File: src/rtl/conv_pkg.sv
// ============================================================================
// conv_pkg : shared widths and state encoding for the conv_downsize slice
// Revision : 1.0
// ============================================================================
`default_nettype none

package conv_pkg;

    localparam int CONV_DEF_IN_W  = 32;
    localparam int CONV_DEF_OUT_W = 8;
    localparam int WORDS_DONE_W   = 16;

    typedef enum logic [0:0] {
        IDLE  = 1'b0,
        SHIFT = 1'b1
    } state_e;

endpackage

`default_nettype wire

File: src/rtl/conv_lane_sel.sv
// ============================================================================
// conv_lane_sel : combinational pick of one OUT_W lane out of an IN_W word
// Revision      : 1.0
// ============================================================================
`default_nettype none

module conv_lane_sel #(
    parameter int IN_W      = 32,
    parameter int OUT_W     = 8,
    parameter int MSB_FIRST = 1,
    parameter int RATIO     = IN_W / OUT_W,
    parameter int LANE_W    = (RATIO > 1) ? $clog2(RATIO) : 1
) (
    input  logic [IN_W-1:0]   word_i,
    input  logic [LANE_W-1:0] lane_i,
    output logic [OUT_W-1:0]  lane_o
);

    // Lane k is pre-sliced in emission order so the runtime select is a plain mux.
    logic [OUT_W-1:0] w_lanes [RATIO];

    for (genvar k = 0; k < RATIO; k++) begin : g_lane
        if (MSB_FIRST != 0) begin : g_msb
            assign w_lanes[k] = word_i[IN_W-1-k*OUT_W -: OUT_W];
        end else begin : g_lsb
            assign w_lanes[k] = word_i[k*OUT_W +: OUT_W];
        end
    end

    assign lane_o = w_lanes[lane_i];

endmodule

`default_nettype wire

File: src/rtl/conv_downsize.sv
// ============================================================================
// conv_downsize : width down-converter, one IN_W word -> RATIO OUT_W lanes
// Optional macro CONV_DOWNSIZE_LAST_EN adds in_last / out_last framing.
// Revision      : 1.0
// ============================================================================
`default_nettype none

module conv_downsize
    import conv_pkg::*;
#(
    parameter int IN_W      = CONV_DEF_IN_W,
    parameter int OUT_W     = CONV_DEF_OUT_W,
    parameter int MSB_FIRST = 1
) (
    input  logic                    clk,
    input  logic                    reset,
    input  logic [IN_W-1:0]         in_data,
    input  logic                    in_valid,
    output logic                    in_ready,
    output logic [OUT_W-1:0]        out_data,
    output logic                    out_valid,
    input  logic                    out_ready,
    output logic [WORDS_DONE_W-1:0] words_done
`ifdef CONV_DOWNSIZE_LAST_EN
    ,
    input  logic                    in_last,
    output logic                    out_last
`endif
);

    localparam int RATIO  = IN_W / OUT_W;
    localparam int LANE_W = (RATIO > 1) ? $clog2(RATIO) : 1;
    localparam logic [LANE_W-1:0] LAST_LANE = LANE_W'(RATIO - 1);

    if (((IN_W % OUT_W) != 0) || (RATIO < 2)) begin : g_bad_ratio
        $error("conv_downsize: IN_W must be a multiple of OUT_W with IN_W/OUT_W >= 2");
    end

    state_e                  state_q, state_d;
    logic [IN_W-1:0]         word_q, word_d;
    logic [LANE_W-1:0]       lane_q, lane_d;
    logic [WORDS_DONE_W-1:0] done_q, done_d;

    logic             w_busy;
    logic             w_out_hs;
    logic             w_at_last;
    logic             w_in_hs;
    logic [OUT_W-1:0] w_lane_data;

    assign w_busy    = (state_q == SHIFT);
    assign w_out_hs  = w_busy && out_ready;
    assign w_at_last = (lane_q == LAST_LANE);
    // Reopening on the last-lane handshake lets words stream with no bubble.
    assign in_ready  = !reset && (!w_busy || (w_out_hs && w_at_last));
    assign w_in_hs   = in_valid && in_ready;

    assign out_valid  = w_busy;
    assign out_data   = w_busy ? w_lane_data : '0;
    assign words_done = done_q;

    conv_lane_sel #(
        .IN_W      (IN_W),
        .OUT_W     (OUT_W),
        .MSB_FIRST (MSB_FIRST),
        .RATIO     (RATIO),
        .LANE_W    (LANE_W)
    ) u_lane_sel (
        .word_i (word_q),
        .lane_i (lane_q),
        .lane_o (w_lane_data)
    );

    always_comb begin
        state_d = state_q;
        word_d  = word_q;
        lane_d  = lane_q;
        done_d  = done_q;

        if (w_out_hs && w_at_last) begin
            done_d  = done_q + 1'b1;
            state_d = IDLE;
        end else if (w_out_hs) begin
            lane_d = lane_q + 1'b1;
        end

        // A new word overrides the return to IDLE on the last-lane cycle.
        if (w_in_hs) begin
            word_d  = in_data;
            lane_d  = '0;
            state_d = SHIFT;
        end
    end

    always_ff @(posedge clk or posedge reset) begin
        if (reset) begin
            state_q <= IDLE;
            word_q  <= '0;
            lane_q  <= '0;
            done_q  <= '0;
        end else begin
            state_q <= state_d;
            word_q  <= word_d;
            lane_q  <= lane_d;
            done_q  <= done_d;
        end
    end

`ifdef CONV_DOWNSIZE_LAST_EN
    logic last_q;

    always_ff @(posedge clk or posedge reset) begin
        if (reset) begin
            last_q <= 1'b0;
        end else if (w_in_hs) begin
            last_q <= in_last;
        end
    end

    assign out_last = w_busy && last_q && w_at_last;
`endif

endmodule

`default_nettype wire

File: config.mk
export PLATFORM = sky130hd
export DESIGN_NAME = conv_downsize
export DESIGN_NICKNAME = d
export VERILOG_FILES = /design/src/rtl/conv_pkg.sv /design/src/rtl/conv_lane_sel.sv /design/src/rtl/conv_downsize.sv
export SDC_FILE = /design/constraint.sdc
export NUM_CORES = 1
export LEC_CHECK = 0
export CORE_MARGIN = 1.5
export CORE_UTILIZATION = 49
export DETAILED_ROUTE_END_ITERATION = 7
export PLACE_DENSITY_LB_ADDON = 0.15
export SETUP_SLACK_MARGIN = 0.3
export SYNTH_ARGS = -nofsm -noshare
export SYNTH_HDL_FRONTEND = slang
export SYNTH_SLANG_ARGS = --single-unit
File: constraint.sdc
create_clock -name clk -period 1.7 [get_ports clk]
set_input_delay 0.17 -clock clk [delete_from_list [all_inputs] [get_ports clk]]
set_output_delay 0.17 -clock clk [all_outputs]
set_load 0.03 [all_outputs]
Yosys cells after proc, flatten, opt, wreduce, memory -nomap -nowiden

Index checks and enable logic that the tools add are counted.
W data, S select, Z words.

Output and inout bits: 26
Logic and storage cells: 29
Bits in latches: 0
Memory bits (read-only): 0
Input bits: 36
Register bits after elaboration: 51
Bits in writable memories: 0
Memories: 0

$lt $le $gt $ge: 1
$mul: 0
Multiplexer cells: 9
Bitwise logic cells: 1
Divide/modulo/power cells: 0
Equal/unequal tests: 2
Reduce and logical (&&, ||, !) cells: 10
Add/sub/neg operators: 2
Shift-type cells: 0

Operators with widths:

| cell                    | number |
|---|---|
| $mux W8                 | 3 |
| $add A16 B1 Y16 const B | 1 |
| $bmux W8 S2             | 1 |
| $mux W2                 | 3 |
| $logic_and A1 B1 Y1     | 4 |
| $reduce_bool A2 Y1      | 2 |
| $ge A3 B3 Y1 const B    | 1 |
| $not A2 Y3              | 1 |
| $add A2 B1 Y2 const B   | 1 |
| $eq A2 B2 Y1 const B    | 1 |
| $logic_not A1 Y1        | 2 |
| $mux W1                 | 2 |
| $ne A2 B2 Y1 const B    | 1 |
| $reduce_and A2 Y1       | 1 |
| $logic_or A1 B1 Y1      | 1 |

Logic depth before layout (Yosys ltp)

Gate-level depths: netlist of the first run.

Depth after elaboration: 7
Depth in mapped cells: 7
Gate-level depth less buffers: 5

Hierarchy

A second synthesis of the first run with hierarchy kept.

Cell total of the unflattened synthesis: 160
Area total of the unflattened synthesis: 2403.6 µm²

By module, submodules not included:

| module        | area each (µm²) | cells each | times used | seq. area each (µm²) |
|---|---|---|---|---|
| conv_downsize | 2207.1          | 150        | 1          | 1276.2 |
| conv_lane_sel | 196.4           | 10         | 1          | 0.0 |

Worst setup path after synthesis of the first run

OpenSTA, ideal clock, no wires.

Kind: flip-flop to flip-flop
Start: register lane_q[0]
End: register word_q[0]
Path buffers: 2
Setup slack: -0.177 ns
Arrival: 1.751 ns
Stages on the path, launching flop included: 8
Required time: 1.575 ns
Period minus slack after synthesis: 1.877 ns
Setup time: 0.125 ns
Path through: dfrtp_1 > ha_1 > nand2_2 > a21oi_2 > and2_4 > buf_12 > buf_12 > mux2_4

Cells in the longest elaborated chain, start to end: 5

Ends and longest elaborated chain:

| what                     | RTL line             | source |
|---|---|---|
| start: declaration       | conv_downsize.sv:41  | `logic [LANE_W-1:0] lane_q, lane_d;` |
| start signal: assignment | conv_downsize.sv:103 | `lane_q <= lane_d;` |
| $eq A2 B2 Y1             | conv_downsize.sv:52  | `assign w_at_last = (lane_q == LAST_LANE);` |
| $logic_and A1 B1 Y1      | conv_downsize.sv:54  | `assign in_ready = !reset && (!w_busy \|\| (w_out_hs && w_at_last));` |
| $logic_or A1 B1 Y1       | conv_downsize.sv:54  |  |
| $logic_and A1 B1 Y1      | conv_downsize.sv:54  |  |
| named net in_ready       | conv_downsize.sv:19  | `output logic in_ready,` |
| $logic_and A1 B1 Y1      | conv_downsize.sv:55  | `assign w_in_hs = in_valid && in_ready;` |
| end signal: assignment   | conv_downsize.sv:102 | `word_q <= word_d;` |
| end: declaration         | conv_downsize.sv:40  | `logic [IN_W-1:0] word_q, word_d;` |

The timed path passes the listed nets, and every way through them passes these cells.
A chain may end at the register's enable or synchronous reset.

Worst setup path after layout of the first run

Start: register lane_q[1]
End: output out_data[4]

Cells in the longest elaborated chain, start to end: 5

Ends and longest elaborated chain:

| what                                        | RTL line            | source |
|---|---|---|
| $not A2 Y3 (implied by the code)            | conv_lane_sel.sv:30 | `assign lane_o = w_lanes[lane_i];` |
| $bmux W8 S2                                 | conv_lane_sel.sv:30 |  |
| $mux W8 (implied by the code) (2 in series) | conv_lane_sel.sv:30 |  |
| $mux W8                                     | conv_downsize.sv:58 | `assign out_data = w_busy ? w_lane_data : '0;` |
| end: declaration                            | conv_downsize.sv:20 | `output logic [OUT_W-1:0] out_data,` |

No other way between the ends. The select of a mux whose other input is x is not followed.

==> results of run 1 <==
timing repair:
item / in CTS / in global routing
setup buffers: 4 / 4
endpoints found under the setup margin: 77 / 59
gates cloned: 0 / 2
gates resized for setup: 95 / 39
pin swaps: 3 / 12
registers in the layout (all words and copies together) (netlist names):
register,flops
lane_q,2
out_valid,1
word_q,32
words_done,16
worst max-delay path: stages (launching register included):
cell and delay, ns:
dfrtp_1 0.38, buf_6 0.14, mux4_2 0.50, and2_4 0.18, buf_6 0.13
layout by cell type (no fill, tap or decap), types with 2 or more instances in the layout:
master / count
buf_4: 24
nand2_4: 2
nand2_2: 2
buf_12: 3
xor2_1: 5
dfrtp_2: 7
xnor2_2: 3
nand4_1: 3
nor2_4: 2
nand2_1: 8
clkbuf_8: 7
buf_6: 20
dfrtp_1: 43
nor2_1: 3
nand3_2: 2
dlygate4sd2_1: 16
nand3_4: 2
mux2_4: 33
clkdlybuf4s50_1: 35
clkbuf_16: 2
xnor2_1: 8
mux4_2: 8
and2_4: 9
kinds of logic after synthesis:
group | synth area share
adder cells (fa/ha/maj) | 0.0103
buffers and inverters | 0.0416
AO/OA/AOI/OAI | 0.0113
multiplexers | 0.268
flip-flops | 0.524
AND/OR/NAND/NOR | 0.0864
XOR/XNOR | 0.0576
cell type report:
cell class	instances	area [sq um]	share of cell area
Multi-Input combinational cell	104	1260	0.335
Clock buffer	8	100	0.0267
Tap cell	67	83.8	0.0224
Inverter	2	7.51	0.00200
Sequential cell	51	1290	0.344
Timing Repair Buffer	101	1010	0.270
final timing paths:
path / end / slack (ns) / depth (start not counted)
max reg2reg: word_q[9] / -0.09 / 8
max in group asynchronous: words_done[0] / 0.93 / 3
max: out_data[4] / -0.09 / 4
min reg2reg: words_done[15] / 0.48 / 1
min: word_q[10] / 0.25 / 2
min in group clk: words_done[15] / 0.48 / 1
through the flow:
stage | total power, mW | instances | setup TNS, ns
2_1_floorplan | 3.71 | 164 | -0.934
3_3_place_gp | 4.70 | 315 | -7.33
3_5_place_dp | 4.83 | 315 | -7.57
4_1_cts | 5.73 | 327 | -1.74
5_1_grt | 6.31 | 333 | -6.08
6_report | 6.04 | 333 | -2.78
metal layers:
layer / part of all wire / track usage / up-vias
met5: 0 / 0 / -
met4: 0.0093 / 0.0761 / 0
li1: - / - / 775
met1: 0.40 / 0.261 / 872
met3: 0.032 / 0.0398 / 4
met2: 0.55 / 0.397 / 42
power groups by stage:
stage | clock network [mW] | registers, mW | logic (mW)
after global placement | 0 | 2.02 | 2.69
after floorplan | 0 | 1.98 | 1.74
after detailed placement | 0 | 2.05 | 2.77
after CTS | 0.773 | 2.06 | 2.90
after global routing | 0.822 | 2.14 | 3.34
final | 0.752 | 2.09 | 3.19
==> results.yml, run 1 <==
status:
  outcome: "finished with violations"
  violations: "negative setup slack"
power_and_ir_drop:
  p_per_area_mw_per_mm2: 1610
  irDropWorstVdd_mv: 1.17
  pwr-share-seq: 0.347
  switching_share: 0.328
  pwr-share-clk: 0.125
  leakagePower_nw: 1.74
  comb_power_share: 0.529
  p_sw_mw: 1.98
  internal_power_mw: 4.05
floorplanning:
  die_w_microns: 73.5
  start_util: 0.512
  rows: 25
  core_area_sq_mm: 0.00475
  ioPinCount: 62
  die_h_microns: 73.5
  die_area_sq_mm: 0.00540
clock_tree:
  htreeDepth: 2
  root_buffer: "clkbuf_8"
  cts_buffer_depth: 2
  cts_sinks: 51
  cts_tree: "yes"
  numCtsBuffers: 5
  clk_latency_ns: 0.30
  ctsHoldBuffers: 0
  path_clk_slew_ns: 0.09
logic_synthesis:
  synth_edf_count: 0
  synth_seq_cells: 51
  yosysWarnings: 0
  synth_top_area_cell: "dfrtp_1"
  ys_async_sr_fraction: 1.00
  synth_top_area_frac: 0.524
  synth_cell_type_count: 26
  avgSynthCellArea_sq_um: 14.8
  postSynthCellCount: 164
  yosys-top-cells-count: "dfrtp_1 (51), mux2_4 (27), nand2_1 (11), xnor2_1 (11)"
  syn_nets: 202
  ys_top_cells_by_area: "dfrtp_1 (52%), mux2_4 (17%), mux4_2 (7.4%)"
  yosysMostFrequentCell: "dfrtp_1"
  ys.flop_type: "dfrtp_1"
  mappedNetlistArea_sq_mm: 0.00243
  seq_area_frac_synth: 0.524
drt:
  route.detailed.drc: 0
  vias: 1693
  routed_via_density: 5.08
  drtAntennaViolNets: 0
  totalWireLength_microns: 5700
  firstDrtPassIters: 4
  drtIter0Drc: 83
  wl_per_cell_microns: 17.1
setup_path:
  cp.required_ns: 1.53
  cp-end-kind: "output port"
  crit_fanout: 4
  path_class: "reg2out"
  arrival_ns: 1.62
  start_kind: "flop"
  crit_start: "lane_q[1]"
  r2r_start: "lane_q[1]"
global_routing:
  grt_pass1_wl_microns: 8830
  track_usage: 0.220
  antenna_found_initial: 0
  overflow: 0
  grt_max_degree: 36
  grt_pass1_vias: 1826
place:
  place_congestion: 0.797
  hpwl_microns: 3740
  dpl_cell_area_sq_mm: 0.00333
  port_buffers: 61
  place_ws_ns: -0.251
finish:
  area_delta_synth_final_pct: 54.0
  fill_cells: 297
  final_nets: 303
  diodes: 0
  fin_util: 0.788
  final_cell_area_sq_mm: 0.00375
  drive_above_1_share: 0.523
sta:
  slew_headroom: 0.741
  period_share: 1.05
  drv_slew: 0
  finClkSkew_ns: 0.00783
  holdWs_ns: 0.250
  period_needed_ns: 1.79
  setup_ws_ns: -0.0914
  setup_viol: 42
  tightest_slew_ns: 0.388
  rsz0062_at_grt: "true"
  fmax_mhz: 558
  report.final.hold_viol_count: 0
run:
  maxCapViolCount: 0
worst_hold_path:
  hold_path_class: "in2async"
Power figures use the tool's default switching activity.
==> run 2: changes to the inputs <==
Clock period 1.7 ns to 1.65 ns, I/O delays scaled along.
==> run 2 against run 1 <==
  * Non-clock buffer count is 16 higher
  * Critical path depth did not move
  * Largest cell class is now multi-input gates
  * Critical endpoint is now out_data[1]
  * The run still ends with negative setup slack left
  * Register-to-register slack worse by 0.13 ns
  * Via count is 8.9% higher
  * Sequential cell count unchanged
  * Core utilization rose by 5.6 points
  * Combinational power increased by 11%
  * Clock skew grew 0.0036 ns
  * Clock power increased by 38%
  * Clock-buffer cell count is 2 lower
  * Routed wire length grew 22%
==> results.yml, run 2 (synthesis results as in run 1) <==
setup_path:
  crit_fanout: 2
  path_class: "reg2out"
  arrival_ns: 1.70
  cp.required_ns: 1.48
  worst-r2r-cell-count: 9
  start_kind: "flop"
  cp-end-kind: "output port"
clock_tree:
  cts_buffer_depth: 2
  clk_latency_ns: 0.32
  htreeDepth: 2
  ctsHoldBuffers: 0
  cts_tree: "yes"
  numCtsBuffers: 5
  root_buffer: "clkbuf_8"
  path_clk_slew_ns: 0.10
  cts_sinks: 51
drt:
  vias: 1843
  wl_per_cell_microns: 19.9
  route.detailed.drc: 0
  drtAntennaViolNets: 0
  drtIter0Drc: 57
  firstDrtPassIters: 4
  routed_via_density: 5.28
  totalWireLength_microns: 6940
place:
  place_ws_ns: -0.292
  hpwl_microns: 3840
  place_congestion: 0.862
  port_buffers: 61
floorplanning:
  rows: 25
  die_h_microns: 73.5
  die_area_sq_mm: 0.00540
  start_util: 0.512
  core_area_sq_mm: 0.00475
  ioPinCount: 62
  die_w_microns: 73.5
global_routing:
  grt_max_degree: 20
  grt_pass1_vias: 1988
  overflow: 0
  antenna_found_initial: 0
  grt_pass1_wl_microns: 10100
  track_usage: 0.253
finish:
  diodes: 0
  largest_reg_flops: 32
  fin_util: 0.844
  top_register: "word_q"
  mostFrequentLayoutCell: "dfrtp_1"
  fill_cells: 244
  area_delta_synth_final_pct: 64.9
  layout_common_cells: "dfrtp_1 (43), clkdlybuf4s50_1 (35), mux2_4 (33)"
  final_nets: 319
  drive_above_1_share: 0.574
sta:
  rsz0062_at_grt: "true"
  setup_tns_ns: -9.85
  drv_slew: 0
  period_needed_ns: 1.87
  holdWs_ns: 0.381
  report.final.hold_viol_count: 0
  slew_headroom: 0.681
  finClkSkew_ns: 0.0115
  tightest_slew_ns: 0.475
  setup_ws_ns: -0.218
  setup_viol: 58
  period_share: 1.13
  fmax_mhz: 535
run:
  maxCapViolCount: 0
power_and_ir_drop:
  p_per_area_mw_per_mm2: 1670
  leakagePower_nw: 1.87
  irDropWorstVdd_mv: 1.07
status:
  violations: "negative setup slack"
  outcome: "finished with violations"
worst_hold_path:
  hold_path_class: "in2async"
[run 2: cell types whose count changed in the layout (fill, tap and decap cells not counted), sizes merged]
cell | previous run | this run
dlygate4sd2 | 16 | 8
bufinv | 0 | 2
buf | 48 | 65
clkdlybuf4s15 | 0 | 4
clkbuf | 10 | 11
inv | 2 | 1
clkinvlp | 0 | 1
[run 2: timing repair]
item | CTS | global route
endpoints found under the setup margin | 76 | 66
resized for setup | 122 | 36
setup buffers | 17 | 7
gates cloned | 2 | 1
hold endpoints to repair | 0 | 0
pin swaps | 19 | 12
[run 2: final cells by class]
class	count	area, sq um	share of cell area
tap	67	83.8	0.0209
multi-input combinational	104	1310	0.326
clock buffer	6	72.6	0.0181
inverter	2	11.3	0.00281
sequential	51	1290	0.321
timing repair buffer	117	1190	0.297
clock inverter	2	60.1	0.0150
[run 2: per-layer routing]
layer | share of wire | GRT usage
met1 | 0.38 | 0.308
met2 | 0.55 | 0.431
met3 | 0.029 | 0.0425
met4 | 0.037 | 0.126
met5 | 0 | 0
[run 2: report_power, final]
group | internal (mW) | leakage, nW | total [mW] | switching [mW]
clock | 0.606 | 0.0654 | 1.04 | 0.430
combinational | 2.18 | 1.19 | 3.55 | 1.38
sequential | 1.73 | 0.619 | 2.12 | 0.387
total | 4.51 | 1.87 | 6.71 | 2.20
[run 2: final timing paths]
kind,startpoint,end,slack [ns]
max,lane_q[0],out_data[1],-0.22
min,reset,words_done[8],0.38
max reg2reg,lane_q[0],word_q[9],-0.22
min reg2reg,words_done[7],words_done[7],0.49
max in group asynchronous,reset,out_valid,0.82
min in group clk,in_data[18],word_q[18],0.46
[run 2: per-stage QoR]
| step | total power, mW | cell area, sq um | std cells |
|---|---|---|---|
| final | 6.71 | 4010 | 349 |
| after global routing | 6.99 | 4010 | 349 |
| after CTS | 6.44 | 3830 | 341 |
| after detailed placement | 4.93 | 3350 | 314 |
| after global placement | 4.82 | 3350 | 314 |
| after floorplan | 3.84 | 2480 | 164 |
[run 2: worst max-delay path, stage by stage, from the launching register on]
cell and delay [ns]:
dfrtp_1 0.40, buf_4 0.15, mux4_2 0.51, and2_1 0.17
buf_4 0.16
==> run 3: changes to the inputs <==
Settings changed: CORE_UTILIZATION 49 to 45, SYNTH_HIERARCHICAL set to 1.
==> run 3 against run 2 <==
  * The run still ends with negative setup slack left
  * Power down 5.8%
  * Final area down 3.5%
  * First-iteration DRC count up 7.0%
  * Critical path type unchanged
==> results.yml, run 3 <==
setup_path:
  arrival_ns: 1.65
  crit_fanout: 3
  start_kind: "flop"
  path_class: "reg2out"
  cp-end-kind: "output port"
  cp.required_ns: 1.48
floorplanning:
  rows: 26
  die_w_microns: 76.1
  core_area_sq_mm: 0.00514
  start_util: 0.468
  ioPinCount: 62
  die_h_microns: 76.1
  die_area_sq_mm: 0.00579
worst_hold_path:
  hold_path_class: "in2async"
logic_synthesis:
  avgSynthCellArea_sq_um: 15.0
  seq_area_frac_synth: 0.531
  syn_nets: 198
  yosys-top-cells-count: "dfrtp_1 (51), mux2_4 (20), xnor2_1 (12)"
  synth_cell_type_count: 27
  synth_top_area_cell: "dfrtp_1"
  ys.flop_type: "dfrtp_1"
  yosysWarnings: 6
  synth_edf_count: 0
  ys_top_cells_by_area: "dfrtp_1 (53%), mux2_4 (12%), mux4_2 (7.5%)"
  postSynthCellCount: 160
  yosysMostFrequentCell: "dfrtp_1"
  ys_async_sr_fraction: 1.00
  synth_top_area_frac: 0.531
  mappedNetlistArea_sq_mm: 0.00240
  synth_seq_cells: 51
drt:
  vias: 1706
  wl_per_cell_microns: 16.2
  route.detailed.drc: 0
  totalWireLength_microns: 5520
  drtAntennaViolNets: 0
  firstDrtPassIters: 4
  drtIter0Drc: 61
  routed_via_density: 5.02
sta:
  tightest_slew_ns: 0.329
  fmax_mhz: 549
  period_needed_ns: 1.82
  setup_ws_ns: -0.170
  rsz0062_at_grt: "true"
  finClkSkew_ns: 0.00946
  report.final.hold_viol_count: 0
  setup_tns_ns: -5.58
  holdWs_ns: 0.432
  period_share: 1.10
  setup_viol: 53
  slew_headroom: 0.780
  drv_slew: 0
finish:
  final_cell_area_sq_mm: 0.00387
  diodes: 0
  mostFrequentLayoutCell: "dfrtp_1"
  largest_reg_flops: 32
  layout_common_cells: "dfrtp_1 (39), clkdlybuf4s50_1 (35), mux2_4 (33)"
  seqCellArea_sq_mm: 0.00129
  fill_cells: 354
  fin_util: 0.753
  top_register: "word_q"
  drive_above_1_share: 0.541
  multi_input_area_sq_mm: 0.00123
  final_nets: 307
  area_delta_synth_final_pct: 61.1
clock_tree:
  root_buffer: "clkbuf_8"
  cts_tree: "yes"
  numCtsBuffers: 5
  cts_buffer_depth: 2
  clk_latency_ns: 0.29
  ctsHoldBuffers: 0
  htreeDepth: 2
  cts_sinks: 51
  path_clk_slew_ns: 0.09
power_and_ir_drop:
  total_power_mw: 6.32
  switching_share: 0.328
  pwr-share-seq: 0.326
  leakagePower_nw: 1.77
  comb_power_share: 0.564
  p_sw_mw: 2.07
  p_per_area_mw_per_mm2: 1630
  internal_power_mw: 4.25
  irDropWorstVdd_mv: 1.11
  pwr-share-clk: 0.110
status:
  outcome: "finished with violations"
  violations: "negative setup slack"
global_routing:
  grt_pass1_vias: 1891
  met1_usage: 0.260
  antenna_found_initial: 0
  grt_max_degree: 52
  overflow: 0
  grt_pass1_wl_microns: 9470
  gr-usage-met2: 0.368
  track_usage: 0.205
  grt-busiest-layer: "met2"
  met3_usage: 0.0287
place:
  place_congestion: 0.760
  dpl_cell_area_sq_mm: 0.00333
  hpwl_microns: 3530
  port_buffers: 61
run:
  maxCapViolCount: 0
==> run 3: cells by family after synthesis <==
group           after synthesis  synth area share
mux                          42             0.265
flops                        51             0.531
buf+inv                       9            0.0427
fa+ha+maj                     2            0.0104
xor+xnor                     16            0.0583
simple gates                 38            0.0859
compound gates                2           0.00677
==> run 3: path summary, 6_finish.rpt <==
| check | start | to | slack, ns | cells after the start |
|---|---|---|---|---|
| worst max-delay path | lane_q[0] | out_data[1] | -0.17 | 4 |
| worst min-delay path | reset | word_q[27] | 0.43 | 4 |
| worst max register to register | lane_q[0] | word_q[7] | -0.15 | 8 |
| worst min register to register | words_done[15] | words_done[15] | 0.47 | 1 |
| max in group asynchronous | reset | words_done[4] | 0.97 | 4 |
| min in group clk | words_done[15] | words_done[15] | 0.47 | 1 |
==> run 3: critical path, cell delays in order, from the launching register on <==
cell	delay, ns
dfrtp_1	0.42
buf_6	0.14
mux4_2	0.50
and2_4	0.16
buf_6	0.13
==> run 3: per-stage QoR <==
stage	setup WS, ns	instances
floorplan	-0.107	160
global placement	-0.273	307
detailed placement	-0.297	307
CTS	-0.172	337
global route	-0.240	340
finish	-0.170	340
==> run 3: layout make-up <==
type	instances	share of cell area
sequential	51	0.333
multi-input combinational	100	0.317
tap	70	0.0226
clock inverter	2	0.00323
inverter	2	0.00291
timing repair buffer	109	0.302
clock buffer	6	0.0187
==> run 3: layer usage <==
metal,wire (microns),vias to the layer above
li1,-,786
met1,2250,866
met2,3030,50
met3,195,4
met4,42,0
met5,0,-
==> run 3: power by group through the flow <==
stage	sequential (mW)	combinational (mW)	clock (mW)
6_report	2.06	3.57	0.694
5_1_grt	2.11	3.77	0.764
3_3_place_gp	2.06	2.92	0
4_1_cts	2.03	3.51	0.706
2_1_floorplan	2.06	2.00	0
3_5_place_dp	2.09	2.98	0
==> run 3: timing repair <==
item,CTS,global route
setup endpoints to repair,75,62
gates cloned,3,0
gates resized for setup,112,15
endpoints found under the hold margin,0,0
buffers inserted,19,3
pin swaps,20,11
